==> config.mk <==
export PLATFORM = sky130hd
export DESIGN_NAME = bcd_tens_comp_decoder
export DESIGN_NICKNAME = d
export VERILOG_FILES = /design/src/rtl/bcd_tens_comp_decoder.sv
export SDC_FILE = /design/constraint.sdc
export NUM_CORES = 1
export LEC_CHECK = 0
export CAP_MARGIN = 15
export CORE_MARGIN = 8
export CORE_UTILIZATION = 25
export CTS_CLUSTER_DIAMETER = 40
export CTS_CLUSTER_SIZE = 8
export DETAILED_ROUTE_END_ITERATION = 16
export PLACE_DENSITY = 0.43
export SLEW_MARGIN = 20
export SYNTH_ARGS = -nofsm -noshare
export SYNTH_HDL_FRONTEND = slang
export SYNTH_SLANG_ARGS = --single-unit
==> constraint.sdc <==
create_clock -name clk -period 8.8 [get_ports clk]
set_input_delay 2.64 -clock clk [delete_from_list [all_inputs] [get_ports clk]]
set_output_delay 2.64 -clock clk [all_outputs]
set_load 0.02 [all_outputs]
==> src/rtl/bcd_tens_comp_decoder.sv <==
// Serial 10's-complement BCD word decoder: buffers one word (LSD first) and
// re-emits it as sign + BCD magnitude, LSD first, using 9's complement + serial +1.
module bcd_tens_comp_decoder #(
   parameter int DIGITS = 4
) (
   input  logic       clk,
   input  logic       rst,
   input  logic       in_valid,
   output logic       in_ready,
   input  logic [3:0] in_digit,
   output logic       out_valid,
   input  logic       out_ready,
   output logic [3:0] out_digit,
   output logic       out_sign,
   output logic       out_last,
   output logic       out_err
);

   // state   | meaning
   // COLLECT | accepting input digits into the buffer
   // EMIT    | presenting sign + magnitude digits downstream
   typedef enum logic [0:0] {COLLECT = 1'b0, EMIT = 1'b1} state_t;

   localparam int IW = (DIGITS > 1) ? $clog2(DIGITS) : 1;
   localparam logic [IW-1:0] IDX_LAST = IW'(DIGITS - 1);

   state_t        state, state_next;
   logic [3:0]    buffer [DIGITS];
   logic [IW-1:0] idx;
   logic          carry;
   logic          neg;
   logic          err;

   logic          in_fire;
   logic          out_fire;
   logic          idx_last;
   logic          digit_bad;
   logic [3:0]    digit_store;
   logic [3:0]    cur;
   logic [3:0]    t;
   logic          t_wrap;
   logic [3:0]    mag;
   logic          carry_next;

   assign in_ready    = (state == COLLECT);
   assign out_valid   = (state == EMIT);
   assign in_fire     = in_valid && in_ready;
   assign out_fire    = out_valid && out_ready;
   assign idx_last    = (idx == IDX_LAST);
   assign digit_bad   = (in_digit > 4'd9);
   assign digit_store = digit_bad ? 4'd0 : in_digit;

   // t spans 0..10; 10 wraps to 0 and propagates the +1 into the next digit
   assign cur        = buffer[idx];
   assign t          = (4'd9 - cur) + {3'b000, carry};
   assign t_wrap     = (t == 4'd10);
   assign mag        = neg ? (t_wrap ? 4'd0 : t) : cur;
   assign carry_next = neg && t_wrap;

   // Outputs are forced to zero outside EMIT so the idle bus is quiet
   assign out_digit = out_valid ? mag : 4'd0;
   assign out_sign  = out_valid && neg;
   assign out_last  = out_valid && idx_last;
   assign out_err   = out_valid && err;

   always_ff @(posedge clk) begin
      if (rst) state <= COLLECT;
      else     state <= state_next;
   end

   always_comb begin
      state_next = state;
      case (state)
         COLLECT: if (in_fire && idx_last)  state_next = EMIT;
         EMIT:    if (out_fire && idx_last) state_next = COLLECT;
         default: state_next = COLLECT;
      endcase
   end

   always_ff @(posedge clk) begin
      if (rst) begin
         idx   <= '0;
         carry <= 1'b0;
         neg   <= 1'b0;
         err   <= 1'b0;
         for (int i = 0; i < DIGITS; i++) buffer[i] <= 4'd0;
      end else if (in_fire) begin
         buffer[idx] <= digit_store;
         err         <= ((idx == '0) ? 1'b0 : err) | digit_bad;
         if (idx_last) begin
            // an invalid MSD is stored as 0 and therefore reads as positive
            neg   <= (digit_store >= 4'd5);
            carry <= (digit_store >= 4'd5);
            idx   <= '0;
         end else begin
            idx <= idx + IW'(1);
         end
      end else if (out_fire) begin
         carry <= carry_next;
         idx   <= idx_last ? '0 : idx + IW'(1);
      end
   end

endmodule

==> impl_summary.md, run 1 <==
Logic synthesis
The mean cell area of the mapped netlist is 10.3 um2. After synthesis, the largest family of logic cells by area is simple AND/OR/NAND/NOR gates. The register area share after synthesis is 0.505. The synthesized netlist net count is 135. In the synthesized netlist, the number of instances is 123. The simple-gate portion of the synthesized area is 0.201. The synthesized-area fraction occupied by ao, oa, aoi and oai cells is 0.0897. The synthesized flop and latch total is 24. In this run the cell area of the synthesized design comes to 1270 um2. Yosys mapped the design onto 28 distinct sky130hd cell types. During synthesis, Yosys emitted a total of 0 warnings. After synthesis, the share of cell area in mux cells is 0.109. Of the total synthesized cell area, the portion taken by XOR and XNOR cells is 0.0138. Of the total synthesized cell area, the portion taken by full adders, half adders and majority gates is 0.0394.

Floorplanning
17 I/O pins were placed. The placement row count is 26. The area enclosed by the die boundary is 7610 um2. The floorplan step set the die width to 87.2 um. The die outline height is 87.2 um. The area of the core is 5010 um2. The initial utilization of the core area, before any placement, comes to 0.253.

GRT
Entering global routing, the biggest net connects 15 pins. For this run the aggregate overflow at the end of global routing stands at 0. The via count of the first global-routing pass came to 936. The first-pass GRT wire length is 4820 um. In the global route stage, overall resource usage came out at 0.0835. The number of antenna violations at the first check in global routing is 0.

Timing
The peak clock frequency supported by timing is 0.174 GHz. The setup clock skew after layout is 4.13 ps. The share of the clock period used by the worst path after layout is 0.653. The worst path needs 5750 ps of the cycle, external delays included. In this run the tightest slew margin relative to its limit is 0.673.

Adding up every negative setup slack in the final design gives 0 ps. Setup repair after global routing left no endpoint under its margin. The transition at the pin with the smallest max-transition slack is 490 ps.

The number of endpoints with negative hold slack in the final report is 0. The final count of pins violating max slew was 0. The number of endpoints failing setup at the final stage is 0. Hold timing on the final database bottoms out at a slack of 470 ps.

Setup path
The critical path is of the flip-flop to output port type. The library cell contributing the largest single delay on the critical path is mux4_1. The signal on the critical path passes through mux4_1 -> inv_1 -> ha_1 -> inv_1 -> ha_1 -> or3_1 -> a32o_1 -> clkdlybuf4s50_1. STA classifies the critical path startpoint as a flip-flop. The cell type group with the largest total delay on the critical path is buffers and inverters. The critical path contains buffers and inverters numbering 3 combined. The peak fanout along the critical path is 6. Data on the critical path arrives at its endpoint at 3110 ps. The data required time of the critical path is 6160 ps. The largest single stage delay on the critical path is 620 ps. The category of the worst setup path capture point is an output port.

Cells and area
In the layout the commonest cells are 23 x nor2_1, 16 x nand2_1, 16 x edfxtp_1, 16 x clkdlybuf4s50_1, 8 x dfxtp_1. The filler cells instantiated in the layout total 562. The share of final-layout standard cells stronger than drive strength 1 is 0.0876. 0 antenna diodes ended up in the layout.

Leaving out fill and tap cells, the most frequent cell in the layout is nor2_1. The net count of the finished layout is 150. The area growth from synthesis to layout is 22.8%.

Drt
Summed over all layers, the routed wires come to 2910 um. Across all layers, the routed design uses 912 vias. The routed via count divided by cell count is 4.41. After detailed routing, the number of remaining DRC violations is 0. The average wire per standard cell is 14.1 um. The number of routed nets with antenna violations is 0. Before antenna repair, the detailed router went through 4 iterations. The number of design-rule violations left by the first detailed-router iteration is 36.

Clock tree
For the worst-skew pair, the clock arrives at the later sink with an insertion delay of 260 ps. TritonCTS built the clock tree. Buffers added to address setup during post-CTS repair amount to 0.

The clock input transition at the sequential cells of the worst setup and hold paths is 90 ps. The number of buffers added by the clock tree synthesis step is 3. The number of sinks on the clock net is 24. Hold repair after CTS inserted 0 buffers. Counting along the longest clock path gives a buffer depth of 2. CTS built an H-tree with a depth of 1.

After clock tree synthesis, the repair step resized 0 gates. The clock tree root buffer cell is clkbuf_8.

Min path
The type of the tightest min-delay check is flip-flop to flip-flop.

Placement
Buffers placed on the I/O ports in this run total 16. The total half-perimeter wirelength after legalization and detailed placement is 2320 um. Routability-driven placement finished with a final weighted congestion of 0.742.

Run status
The flow ran to the end, and the final reports show no timing, DRC or antenna violations.

Power
VDD sags by at most 80.6 uV. In this run the power density over the cells is 166 nW/um2. In this run the static leakage power is 0.552 nW.

Flow run
Across the run, the number of max-cap violations was 0.
## sequential cells by signal, indices dropped and copies added (netlist names), named ones only
signal / flops
out_valid: 1
idx: 2
carry: 1
neg: 1
buffer: 16
err: 1
## cells in the mapped netlist, drive strengths merged
library cell  count  share of area
a22oi             1         0.0059
mux2              3          0.027
inv               6          0.018
nand2b            3          0.015
nor3              2         0.0079
a32o              3          0.024
o21ai             2         0.0079
clkbuf            5          0.015
mux2i             3          0.024
and2              3          0.015
or3b              2          0.014
ha                4          0.039
nand2            16          0.047
nand3b            1         0.0059
a31o              1         0.0069
edfxtp           16           0.38
dfxtp             8           0.13
xor2              2          0.014
nor2b             2         0.0099
or3               3          0.015
buf               1         0.0089
o211ai            1         0.0059
nor2             23          0.068
a221oi            1          0.012
a21oi             7          0.028
mux4              3          0.059
nand3             1         0.0039
## cell families (layout without fill, tap and decap cells)
kind of cell | count (synthesis) | in the layout
compound gates | 16 | 16
xor+xnor | 2 | 2
fa+ha+maj | 4 | 4
buf+inv | 12 | 26
flops | 24 | 24
mux | 9 | 9
simple gates | 56 | 56
## power breakdown
group	internal, mW	switching [mW]
Combinational	0.0148	0.0175
Sequential	0.126	0.00430
Clock	0.0608	0.0358
Total	0.202	0.0576
## worst paths after layout
kind | startpoint | to | slack [ps] | cells after the start
max reg2reg | flip-flop | carry | 6540 | 7
min reg2reg | err | err | 470 | 2
min | err | err | 470 | 2
max | flip-flop | out_digit[3] | 3050 | 8
## worst register-to-register path, stage by stage, from the launching register on
cell and delay [ps]:
dfxtp_1 470, mux4_1 630, inv_1 80, ha_1 170, nor2b_1 60, a221oi_2 290, mux2i_1 320, a32o_1 200
## routing by layer
layer,global-route usage,part of all wire
met5,0,0
met4,0.0234,0.0058
met3,0.0236,0.042
met2,0.131,0.46
met1,0.108,0.50
## metrics by stage
stage	power [mW]	setup WS (ps)	area (um2)	utilization	cells
finish	0.259	3050	1560	0.311	207
global route	0.271	2820	1560	0.311	207
CTS	0.263	3020	1560	0.311	207
detailed placement	0.166	3310	1490	0.297	203
global placement	0.165	3390	1490	0.297	203
floorplan	0.155	3950	1270	-	123
## cell type report
class,count,area (um2),share of cell area
sequential,24,641,0.411
multi-input combinational,87,576,0.369
timing repair buffer,16,160,0.103
tap,70,87.6,0.0562
clock buffer,3,41.3,0.0265
clock inverter,1,30.0,0.0193
inverter,6,22.5,0.0145
(Power assumes the default switching activity.)
==> run 2: changes to the inputs <==
--- a/config.mk
+++ b/config.mk
@@ -11,7 +11,7 @@
 export CTS_CLUSTER_DIAMETER = 40
 export CTS_CLUSTER_SIZE = 8
 export DETAILED_ROUTE_END_ITERATION = 16
-export PLACE_DENSITY = 0.43
+export PLACE_DENSITY = 0.44
 export SLEW_MARGIN = 20
 export SYNTH_ARGS = -nofsm -noshare
 export SYNTH_HDL_FRONTEND = slang
==> constraint.sdc (replaced) <==
create_clock -name clk -period 4.9 [get_ports clk]
set_input_delay 1.47 -clock clk [delete_from_list [all_inputs] [get_ports clk]]
set_output_delay 1.47 -clock clk [all_outputs]
set_load 0.02 [all_outputs]
==> impl_summary.md, run 2 (synthesized netlist as in run 1, its figures left out) <==
Run status
The flow ran to the end, and the final reports show no timing, DRC or antenna violations.

Timing
The transition at the pin with the smallest max-transition slack is 531 ps (+40.6 ps). The worst relative slew slack is 0.646 (-0.0271). The aggregate negative setup slack is 0 ps (unchanged). The final critical-path setup slack was 292 ps (-2760 ps).

The post-route minimum period is 4610 ps. The setup clock skew after layout is 6.80 ps (+2.67 ps). Dividing the final minimum period by the clock period gives 0.940. The peak clock frequency supported by timing is 0.217 GHz. The number of endpoints with negative hold slack in the final report is 0 (unchanged). The final count of pins violating max slew is 0 (unchanged).

The number of endpoints failing setup at the final stage is 0 (unchanged). Setup repair after global routing left no endpoint under its margin.

GRT
The via count of the first global-routing pass was 931 (-0.53%). The number of antenna violations at the first check in global routing is 0 (unchanged). The maximum number of pins on one net before global-route repair was 15 (unchanged). The combined global-route utilization of all metal layers came to 0.0812 (-0.00239).

The total overflow reported by the global router came to 0 (unchanged). The first-pass GRT wire length is 4710 um (-2.4%).

Min path
The tightest min-delay check is of the flip-flop to flip-flop type.

Clock tree
The tree is rooted in a clkbuf_8. The clock input transition at the sequential cells of the worst setup and hold paths is 90 ps (about the same). The number of buffers added by the clock tree synthesis step is 3 (unchanged).

The maximum clock insertion buffer count is 2 (unchanged). The number of resized instances in the post-cts repair step came to 0 (unchanged). The clock latency of the later-clocked register in the worst-skew pair is 270 ps (about the same). The TritonCTS clock tree is built.

The number of H-tree levels is 1 (unchanged). The number of buffers added to fix hold violations after cts was 0 (unchanged). The number of sinks on the clock net is 24 (unchanged).

The setup fix buffers added after clock tree synthesis is 0 (unchanged).

Drt
The number of design-rule violations left by the first detailed-router iteration is 39 (+8.3%). The number of routed nets with antenna violations is 0 (unchanged). The length of the first detailed-routing pass in iterations came to 4 (unchanged). The detailed-route DRC error count is 0 (unchanged). The number of vias after detailed routing is 899 (-1.4%). The routed via count divided by cell count is 4.34 (-1.4%). The average wire per standard cell came to 13.7 um (-2.5%). The final routed wirelength across all metal layers was 2840 um (-2.5%).

Setup path
The data arrival time of the critical path is 3140 ps (+30 ps). The peak fanout along the critical path is 6 (unchanged). The library cell contributing the largest single delay on the critical path is mux4_1. The nature of the critical path startpoint is a flip-flop. The peak per-stage delay on the critical path came to 620 ps (about the same). STA classifies the critical path endpoint as an output port. The critical path is of the flip-flop to output port type. The data required time of the critical path is 3430 ps (-2730 ps).

The signal on the critical path passes through mux4_1 -> inv_1 -> ha_1 -> nor2b_1 -> a221oi_2 -> mux2i_1 -> a32o_1 -> clkdlybuf4s50_1.

Floorplanning
The placement row count is 26 (unchanged). The die outline height was 87.2 um (unchanged). The area enclosed by the die boundary was 7610 um2 (unchanged). The I/O pin count is 17 (unchanged). The width of the die came to 87.2 um (unchanged). The area of the core is 5010 um2 (unchanged).

The starting density of the core is 0.253 (unchanged).

Power
The net switching power figure is 0.102 mW (+78%). The maximum vdd ir drop is 106 uV (+32%). The overall power is 0.465 mW (+79%). The power per cell area is 298 nW/um2 (+79%). The cell-internal power is 0.362 mW (+80%). The combinational cell fraction of total power came to 0.124 (about the same).

The static power due to leakage is 0.552 nW (unchanged). The relative contribution of the clock network to total power is 0.372 (about the same). The switching part of the total is 0.221 (-0.00147). The sequential cell fraction of total power is 0.503 (about the same).

Cells and area
In the layout the commonest cells are 23 x nor2_1, 16 x nand2_1, 16 x edfxtp_1, 16 x clkdlybuf4s50_1, 8 x dfxtp_1. The footprint of the flip-flops and latches came to 641 um2 (unchanged). The top register by number of flip-flops is buffer. The number of antenna cells inserted is 0 (unchanged). The largest registers in the layout are buffer (16), idx (2). The area used by multi-input combinational logic came to 576 um2 (unchanged).

The share of final-layout standard cells stronger than drive strength 1 is 0.0876 (unchanged). The fill cell instance count of the final layout is 546 (-2.8%). The net count of the finished layout is 150 (unchanged). The flip-flop count of the largest register after layout is 16 (unchanged). The post-synthesis to final-layout area growth was 22.8% (unchanged). The commonest non-fill, non-tap cell in the layout is nor2_1.

Placement
The total half-perimeter wirelength after legalization and detailed placement came to 2260 um (-2.4%). The count of port buffers added during placement is 16 (unchanged). The worst setup slack after placement came to 601 ps (-2710 ps).

The routability-driven placement congestion ratio is 0.775 (+4.4%).

Flow run
The number of max-cap violations came to 0 (unchanged).
[run 2: path summary, 6_finish.rpt]
check                                from            to  slack, ps  cells past startpoint
worst max-delay path            flip-flop  out_digit[3]        290                      8
worst max register to register  flip-flop         carry       2580                      7
worst min register to register        err           err        460                      2
worst min-delay path                  err           err        460                      2
[run 2: area by class of cell]
| cell class | instances | share of cell area |
|---|---|---|
| Timing Repair Buffer | 16 | 0.103 |
| Sequential cell | 24 | 0.411 |
| Clock buffer | 3 | 0.0265 |
| Multi-Input combinational cell | 87 | 0.369 |
| Clock inverter | 1 | 0.0193 |
| Tap cell | 70 | 0.0562 |
| Inverter | 6 | 0.0145 |
[run 2: power by group through the flow]
stage	Combinational, mW	Clock, mW	Sequential (mW)
2_1_floorplan	0.0432	0	0.235
3_3_place_gp	0.0568	0	0.239
3_5_place_dp	0.0581	0	0.239
4_1_cts	0.0586	0.178	0.234
5_1_grt	0.0653	0.187	0.235
6_report	0.0578	0.173	0.234
[run 2: metrics by stage]
stage | util | cell area [um2] | hold WS [ps] | cells
floorplan | - | 1270 | 427 | 123
global placement | 0.297 | 1490 | 441 | 203
detailed placement | 0.297 | 1490 | 453 | 203
CTS | 0.311 | 1560 | 465 | 207
global route | 0.311 | 1560 | 503 | 207
finish | 0.311 | 1560 | 456 | 207
[run 2: layer usage]
| layer | vias to the layer above | GRT usage | routed length, um |
|---|---|---|---|
| met5 | - | 0 | 0 |
| li1 | 459 | - | - |
| met4 | 0 | 0.0234 | 23 |
| met2 | 17 | 0.128 | 1270 |
| met3 | 4 | 0.0245 | 139 |
| met1 | 419 | 0.103 | 1400 |
[run 2: critical path, delay by kind of cell, from the launching register on]
kind | cells | cell delay [ps]
AOI/OAI and AO/OA | 2 | 530
DFF | 1 | 470
and+or+nand+nor | 1 | 70
muxes | 2 | 950
buffers and inverters | 2 | 680
adders and majority gates | 1 | 180
